<file path="src/rtl/cv32e40x_register_file_pair_seq.sv">
// Register file with native even/odd pair access. Pairs that exceed the physical port
// count are serialised over two cycles by independent read and write sequencers.
module cv32e40x_register_file_pair_seq #(
    parameter int unsigned ADDR_WIDTH = 5,
    parameter int unsigned DATA_WIDTH = 32,
    parameter int unsigned NUM_RPORTS = 2,
    parameter int unsigned NUM_WPORTS = 1
) (
    input  logic                      clk,
    input  logic                      rst_n,
    input  logic                      rd_valid_i,
    output logic                      rd_ready_o,
    input  logic                      rd_pair_i,
    input  logic [2*ADDR_WIDTH-1:0]   raddr_i,
    output logic                      rd_rvalid_o,
    output logic [4*DATA_WIDTH-1:0]   rdata_o,
    input  logic                      wr_valid_i,
    output logic                      wr_ready_o,
    input  logic                      wr_pair_i,
    input  logic [ADDR_WIDTH-1:0]     waddr_i,
    input  logic [2*DATA_WIDTH-1:0]   wdata_i
);
    localparam int NumRegs = 2 ** ADDR_WIDTH;

    typedef logic [ADDR_WIDTH-1:0] addr_t;
    typedef logic [ADDR_WIDTH-2:0] base_t;
    typedef logic [DATA_WIDTH-1:0] data_t;
    typedef enum logic {WIdle, WHi} wstate_e;
    typedef enum logic {RIdle, RHi} rstate_e;

    if (!(NUM_RPORTS == 2 || NUM_RPORTS == 4) || !(NUM_WPORTS == 1 || NUM_WPORTS == 2))
    begin : gen_param_check
        $error("cv32e40x_register_file_pair_seq: NUM_RPORTS must be 2/4, NUM_WPORTS 1/2");
    end

    wstate_e wstate_q, wstate_d;
    rstate_e rstate_q, rstate_d;
    data_t   regs_q [NumRegs];
    addr_t   pend_addr_q, pend_addr_d;
    data_t   pend_data_q, pend_data_d;
    base_t   base_a_q, base_a_d, base_b_q, base_b_d;
    data_t   lo_a_q, lo_a_d, lo_b_q, lo_b_d;
    data_t   rdata_q [4];
    data_t   rdata_d [4];
    logic    rvalid_q, rvalid_d;

    logic    wr_acc, rd_acc;
    logic    we_lo, we_hi, we_hi_commit, we_pend;
    addr_t   wa_lo, wa_hi;
    data_t   wd_lo, wd_hi;
    addr_t   ra_a, ra_b;
    addr_t   rport_addr [4];
    data_t   rport_data [4];

    assign wr_ready_o  = (wstate_q == WIdle);
    assign rd_ready_o  = (rstate_q == RIdle);
    assign wr_acc      = wr_valid_i && wr_ready_o;
    assign rd_acc      = rd_valid_i && rd_ready_o;
    assign rd_rvalid_o = rvalid_q;
    assign rdata_o     = {rdata_q[3], rdata_q[2], rdata_q[1], rdata_q[0]};

    // Write slots: even/single word and odd word of an accepted request, plus the
    // pending odd word being drained in WHi.
    assign we_lo        = wr_acc;
    assign wa_lo        = wr_pair_i ? {waddr_i[ADDR_WIDTH-1:1], 1'b0} : waddr_i;
    assign wd_lo        = wdata_i[DATA_WIDTH-1:0];
    assign we_hi        = wr_acc && wr_pair_i;
    assign wa_hi        = {waddr_i[ADDR_WIDTH-1:1], 1'b1};
    assign wd_hi        = wdata_i[2*DATA_WIDTH-1:DATA_WIDTH];
    assign we_hi_commit = we_hi && (NUM_WPORTS == 2);
    assign we_pend      = (wstate_q == WHi);

    // Write-first view: the odd word of a serialised pair is visible from its accept cycle.
    function automatic data_t rf_read(addr_t a);
        if (a == '0) return '0;
        if (we_lo && wa_lo == a) return wd_lo;
        if (we_hi && wa_hi == a) return wd_hi;
        if (we_pend && pend_addr_q == a) return pend_data_q;
        return regs_q[a];
    endfunction

    always_comb begin
        ra_a = raddr_i[ADDR_WIDTH-1:0];
        ra_b = raddr_i[2*ADDR_WIDTH-1:ADDR_WIDTH];
        if (rstate_q == RHi) begin
            rport_addr[0] = {base_a_q, 1'b1};
            rport_addr[1] = {base_b_q, 1'b1};
        end else if (rd_pair_i) begin
            rport_addr[0] = {ra_a[ADDR_WIDTH-1:1], 1'b0};
            rport_addr[1] = {ra_b[ADDR_WIDTH-1:1], 1'b0};
        end else begin
            rport_addr[0] = ra_a;
            rport_addr[1] = ra_b;
        end
        rport_addr[2] = {ra_a[ADDR_WIDTH-1:1], 1'b1};
        rport_addr[3] = {ra_b[ADDR_WIDTH-1:1], 1'b1};
        for (int i = 0; i < 4; i++) begin
            rport_data[i] = (i < int'(NUM_RPORTS)) ? rf_read(rport_addr[i]) : '0;
        end
    end

    always_comb begin
        wstate_d    = wstate_q;
        pend_addr_d = pend_addr_q;
        pend_data_d = pend_data_q;
        unique case (wstate_q)
            WIdle: begin
                if (we_hi && NUM_WPORTS == 1) begin
                    wstate_d    = WHi;
                    pend_addr_d = wa_hi;
                    pend_data_d = wd_hi;
                end
            end
            WHi:     wstate_d = WIdle;
            default: wstate_d = WIdle;
        endcase
    end

    always_comb begin
        rstate_d = rstate_q;
        base_a_d = base_a_q;
        base_b_d = base_b_q;
        lo_a_d   = lo_a_q;
        lo_b_d   = lo_b_q;
        rdata_d  = rdata_q;
        rvalid_d = 1'b0;
        unique case (rstate_q)
            RIdle: begin
                if (rd_acc) begin
                    if (rd_pair_i && NUM_RPORTS == 2) begin
                        // Even words are parked so rdata_o keeps its value until the pulse.
                        lo_a_d   = rport_data[0];
                        lo_b_d   = rport_data[1];
                        base_a_d = ra_a[ADDR_WIDTH-1:1];
                        base_b_d = ra_b[ADDR_WIDTH-1:1];
                        rstate_d = RHi;
                    end else begin
                        rvalid_d   = 1'b1;
                        rdata_d[0] = rport_data[0];
                        rdata_d[1] = rport_data[1];
                        rdata_d[2] = rd_pair_i ? rport_data[2] : '0;
                        rdata_d[3] = rd_pair_i ? rport_data[3] : '0;
                    end
                end
            end
            RHi: begin
                rvalid_d   = 1'b1;
                rdata_d[0] = lo_a_q;
                rdata_d[1] = lo_b_q;
                rdata_d[2] = rport_data[0];
                rdata_d[3] = rport_data[1];
                rstate_d   = RIdle;
            end
            default: rstate_d = RIdle;
        endcase
    end

    always_ff @(posedge clk or negedge rst_n) begin
        if (!rst_n) begin
            for (int i = 0; i < NumRegs; i++) regs_q[i] <= '0;
        end else begin
            for (int i = 1; i < NumRegs; i++) begin
                if (we_lo && wa_lo == addr_t'(i)) begin
                    regs_q[i] <= wd_lo;
                end else if (we_hi_commit && wa_hi == addr_t'(i)) begin
                    regs_q[i] <= wd_hi;
                end else if (we_pend && pend_addr_q == addr_t'(i)) begin
                    regs_q[i] <= pend_data_q;
                end
            end
        end
    end

    always_ff @(posedge clk or negedge rst_n) begin
        if (!rst_n) begin
            wstate_q    <= WIdle;
            rstate_q    <= RIdle;
            pend_addr_q <= '0;
            pend_data_q <= '0;
            base_a_q    <= '0;
            base_b_q    <= '0;
            lo_a_q      <= '0;
            lo_b_q      <= '0;
            rvalid_q    <= 1'b0;
            for (int i = 0; i < 4; i++) rdata_q[i] <= '0;
        end else begin
            wstate_q    <= wstate_d;
            rstate_q    <= rstate_d;
            pend_addr_q <= pend_addr_d;
            pend_data_q <= pend_data_d;
            base_a_q    <= base_a_d;
            base_b_q    <= base_b_d;
            lo_a_q      <= lo_a_d;
            lo_b_q      <= lo_b_d;
            rvalid_q    <= rvalid_d;
            rdata_q     <= rdata_d;
        end
    end

endmodule

</file>
<file path="config.mk">
export PLATFORM = sky130hd
export DESIGN_NAME = cv32e40x_register_file_pair_seq
export DESIGN_NICKNAME = d
export VERILOG_FILES = /design/src/rtl/cv32e40x_register_file_pair_seq.sv
export SDC_FILE = /design/constraint.sdc
export NUM_CORES = 2
export LEC_CHECK = 0
export ABC_CLOCK_PERIOD_IN_PS = 3100
export CORE_MARGIN = 10
export CORE_UTILIZATION = 27
export CTS_BUF_LIST = sky130_fd_sc_hd__clkbuf_16
export DETAILED_ROUTE_END_ITERATION = 6
export GPL_TIMING_DRIVEN = 0
export PLACE_DENSITY = 0.4
export SLEW_MARGIN = 25
export SYNTH_ARGS = -nofsm -noshare
export SYNTH_HDL_FRONTEND = slang
export SYNTH_SLANG_ARGS = --single-unit
</file>
<file path="constraint.sdc">
create_clock -name clk -period 3.1 [get_ports clk]
set_input_delay 0.62 -clock clk [delete_from_list [all_inputs] [get_ports clk]]
set_output_delay 0.62 -clock clk [all_outputs]
set_load 0.02 [all_outputs]
</file>
* Word level (Yosys, flattened, before mapping)
Index checks and enable logic that the tools add are counted.
Word-level totals: flip-flop bits (word level) 1232, input bits 85, word-level logic and storage cells 345
Cells by class: magnitude comparators 2, equality and inequality tests 70, mux-type cells 118, bitwise operators 4, reductions and logical operators 107
Operators with widths (number):
- 2-to-1 mux 32 bit | 82
- binary-select mux 32 bit (select 5 bit) | 2
- 2-to-1 mux 128 bit | 2
- case mux 128 bit (2 select lines) | 1
- equality test 5 bit (second input constant) | 32
- equality test 5 x 4 -> 1 bit (second input constant) | 16
- logical AND 1 bit | 71
- nonzero test 2 bit | 31
- equality test 5 x 3 -> 1 bit (second input constant) | 8
- equality test 5 bit | 6
- 2-to-1 mux 1 bit | 26
- equality test 5 x 2 -> 1 bit (second input constant) | 4
- >= comparator 6 bit (second input constant) | 2
- inverter 5 -> 6 bit | 2
- equality test 5 x 1 -> 1 bit (second input constant) | 2
- zero test 5 bit | 2
- 2-to-1 mux 10 bit | 1
- 2-to-1 mux 6 bit | 1
- case mux 1 bit (2 select lines) | 3
- AND reduction 2 bit | 2
- AND reduction 3 bit | 1
- != test 2 x 1 -> 1 bit (second input constant) | 1
- != test 2 bit (second input constant) | 1
- inverter 1 bit | 2

* Logic depth before layout (Yosys ltp)
depth after elaboration 18, mapped depth 14, mapped depth without buffers 9

* Worst setup path before layout
No wires, ideal clock.
path type register to output, start point reg rstate_q, end point out rd_ready_o, arrival 2.437 ns, required time 2.480 ns, slack 0.043 ns, cell stages (with the launch flop) 10, path buffers 8, cells stage by stage dfrtp_1 buf_6 clkinv_1 clkbuf_1 buf_2 clkbuf_1 clkbuf_1 clkbuf_1 clkbuf_1 clkbuf_1
On the way: word-level cells in the longest chain between the ends 1
Ends and longest elaborated chain:
- from (decl) | line 37 | rstate_e rstate_q, rstate_d;
- from (signal assigned) | line 177 | rstate_q <= RIdle;
- from (signal assigned) | line 188 | rstate_q <= rstate_d;
- inverter 1 bit (no line)
- to (decl) | line 12 | output logic rd_ready_o,
Every way passes these cells.

* Final worst setup path
start point reg rstate_q, end point reg lo_b_q[9]
On the way: word-level cells in the longest chain between the ends 11, elaborated cells on any way between the ends 32
Ends and longest elaborated chain:
- branches (longest 11 deep; another with binary-select mux 32 bit (select 5 bit))
- to (signal assigned) | line 194 | lo_b_q <= lo_b_d;
- to (decl) | line 42 | data_t lo_a_q, lo_a_d, lo_b_q, lo_b_d;
Parallel ways; which one is timed is not known. The select of a mux whose other input is x is not followed. A chain may end at the register's enable or synchronous reset.

==> flow_summary.yaml <==
status:
  status: "finished, violations left"
  violations: "DRC, hold timing, setup timing"
timing:
  fmax_mhz: 287
  hold-worst-slack_ps: -6.21
  slew-limit-headroom_pct: 4.26
  tightest_slew_ps: 1440
  setup-violations-final: 811
  period_share_pct: 113
  fin_ws_ps: -389
  hold_violations: 10
  final_max_slew_viol_count: 0
  finalCriticalPeriod_ps: 3490
  skew_ps: 46.8
  rsz0062_at_grt: "yes"
  fin_tns_setup_ps: -118460
worst_setup_path:
  cp_max_fo: 10
  reg2reg_from: "rstate_q"
  startpoint: "rstate_q"
  critPathLaunchType: "flip-flop"
  end_kind: "flip-flop"
  crit_required_ps: 3930
  crit_arrival_ps: 4320
  crit_type: "reg -> reg"
global_routing:
  gr-total-overflow: 0
  grt_pass1_vias: 75547
  grt_max_degree: 121
  antenna_found_initial: 90
  track_usage_pct: 43.4
  grt_pass1_wl_um: 817000
pwr:
  p_int_mw: 41.8
  power_density_nw_per_um2: 771
  vdd_drop_max_v: 0.000494
  p_leak_nw: 42.1
  p_sw_mw: 32.0
  power.clock.fraction_pct: 27.9
  share_seq_of_total_power_pct: 37.0
  p_sw_share_pct: 43.4
  power_frac_comb_pct: 35.1
place:
  placed_cells: 12100
  place_congestion: 1.05
  place_area_um2: 79800
  io_buffers: 177
  detailed_place_hpwl_um: 494000
floorplan:
  rows: 188
  io_pins: 216
  die_x_um: 533
  core_um2: 262000
  dieArea_um2: 284000
  start_util_pct: 27.1
  dieHeight_um: 533
cells_and_area:
  area_growth_pct: 34.9
  fin_nets: 9092
  mostFrequentLayoutCells: "nand2_1 (2690), dfrtp_1 (1232), a22oi_1 (1000), clkbuf_1 (329), clkbuf_2 (265)"
  drive_gt1_share_pct: 21.7
  multiInputGateArea_um2: 40500
  stdcell_area_um2: 95700
  regArea_um2: 30800
  final_common_cell: "nand2_1"
  num-fill-cells: 26725
  finalNonFillerCells: 12706
route:
  ant_nets: 0
  dr_total_vias: 83278
  vias_per_cell: 6.55
  drc: 10
  routedWlPerCell_um: 51.5
  drtPass1Iterations: 7
  wl_um: 654000
  drtIter0Drc: 13812
synthesis:
  async_flop_share_pct: 100
  synth_edf_count: 0
  synth_cell_types: 81
  ys_seq_elements: 1232
  synth_top_cell_area_share_pct: 43.5
  yosys.area.top_type: "dfrtp_1"
  syn_inst: 8306
  synth.avg_cell_area_um2: 8.54
  synth_ff_type: "dfrtp_1"
  synth_area_um2: 70900
  ys_warn_count: 32
  yosysSeqAreaShare_pct: 43.5
  synth_nets: 8391
  synthTopCellsByArea: "dfrtp_1 (43%), nand2_1 (14%), a22oi_1 (11%)"
cts:
  htreeDepth: 4
  cts_root_buf: "clkbuf_16"
  cts_buffer_depth: 4
  cts_tree: "built"
  clk_pin_slew_worst_paths_ps: 60
  cts_num_sinks: 1232
  worst_skew_pair.late_latency_ps: 910
  cts_made_buffers: 175
hold_path:
  hold_class: "in -> async"
run:
  maxCapViolations: 0
-- through the flow --
stage                     setup slack (ps)  util, %  total power [mW]
final                                 -389     36.6              73.8
after global routing                  -294     36.5              75.2
after CTS                             -340     34.7              70.4
after detailed placement             -4180     30.5              48.0
after global placement              -62690     29.4              47.2
after floorplan                       42.6        -              35.0
-- cell usage after synthesis (7+ instances only) --
| cell type | n |
|---|---|
| a2111o_1 | 7 |
| a2111oi_0 | 21 |
| a211o_1 | 9 |
| a211oi_1 | 74 |
| a21oi_1 | 236 |
| a221o_1 | 45 |
| a221oi_1 | 37 |
| a22o_1 | 36 |
| a22oi_1 | 1000 |
| a2bb2oi_1 | 10 |
| a311o_1 | 22 |
| a311oi_1 | 19 |
| a31o_2 | 8 |
| a31oi_1 | 66 |
| a32oi_1 | 43 |
| and3_1 | 72 |
| buf_1 | 76 |
| buf_2 | 141 |
| buf_4 | 11 |
| buf_6 | 7 |
| clkbuf_1 | 709 |
| dfrtp_1 | 1232 |
| mux2_2 | 84 |
| mux2i_1 | 214 |
| mux4_2 | 145 |
| nand2_1 | 2709 |
| nand2b_1 | 12 |
| nand3_1 | 188 |
| nand4_1 | 31 |
| nor2_1 | 208 |
| nor2b_1 | 31 |
| nor3_1 | 85 |
| nor4_1 | 9 |
| o2111ai_1 | 17 |
| o21ai_0 | 252 |
| o21ai_1 | 13 |
| o221ai_1 | 24 |
| o22a_1 | 44 |
| o22ai_1 | 173 |
| o31ai_1 | 15 |
| o32ai_1 | 7 |
| or3_1 | 51 |
| xnor2_1 | 18 |
-- repair_timing --
| item | CTS | global route |
|---|---|---|
| gates cloned | 1 | 18 |
| endpoints found under the setup margin | 1172 | 1225 |
| buffers inserted | 110 | 128 |
| hold buffers | 1 | 3 |
| gates resized for setup | 1101 | 836 |
| hold endpoints to repair | 101 | 24 |
| pin swaps | 92 | 157 |
-- flip-flops by register name, summed over array words and instances, names as in the netlist --
name         flops
lo_b_q          32
rdata_o        128
base_b_q         4
rd_rvalid_o      1
rstate_q         1
we_pend          1
lo_a_q          32
pend_data_q     32
base_a_q         4
pend_addr_q      5
regs_q         992
-- critical path, cell delays in order, from the launching register on --
cell and delay [ps]:
dfrtp_1 380, buf_6 160, clkbuf_16 180, mux2i_4 190, buf_4 190, buf_4 170
clkbuf_2 390, o21ai_0 470, nand4_1 430, o22a_1 350, a21oi_4 200, buf_12 150
mux2_2 140
-- cell type report --
cell class	instances	share of cell area, %
inverters	11	0.0758
well taps	3515	4.60
plain buffers	934	7.42
repair buffers	535	7.51
flip-flops and latches	1232	32.2
multi-input cells	6118	42.3
diodes	53	0.139
clock buffers	175	4.58
clock inverters	133	1.12
-- worst paths after layout --
| path | end | slack [ps] | cells after the start |
|---|---|---|---|
| setup / recovery | lo_b_q[9] | -390 | 12 |
| hold reg to reg | rdata_o[86] | 480 | 2 |
| min in group clk | pend_addr_q[2] | 250 | 2 |
| max in group asynchronous | regs_q[472] | 650 | 6 |
| hold / removal | rdata_o[40] | -6 | 3 |
| setup reg to reg | lo_b_q[9] | -390 | 12 |
-- power by group through the flow --
stage	registers [mW]	logic (mW)	clock network [mW]
after detailed placement	26.9	21.1	0
after floorplan	24.6	10.4	0
after global placement	27.1	20.2	0
after global routing	27.5	26.5	21.2
after CTS	26.7	23.1	20.5
final	27.3	25.9	20.6
-- layer usage --
layer | up-vias | track usage (%) | wire [um]
met5 | - | 0 | 274
met4 | 24 | 31.6 | 59100
met3 | 1853 | 16.1 | 80000
met2 | 6933 | 61.0 | 266000
met1 | 43071 | 54.3 | 249000
li1 | 31397 | - | -
-- logic make-up (layout without fill, tap and decap cells) --
kind of cell	count (synthesis)	count (layout)	share of synthesized area, %
AOI/OAI and AO/OA	2225	2225	22.2
xor gates and xnor gates	18	18	0.222
buffers and inverters	957	1788	5.46
DFF	1232	1232	43.5
muxes	449	449	9.10
other	0	53	0
and+or+nand+nor	3425	3426	19.5
Note: power is estimated with default switching activity, not from simulation.
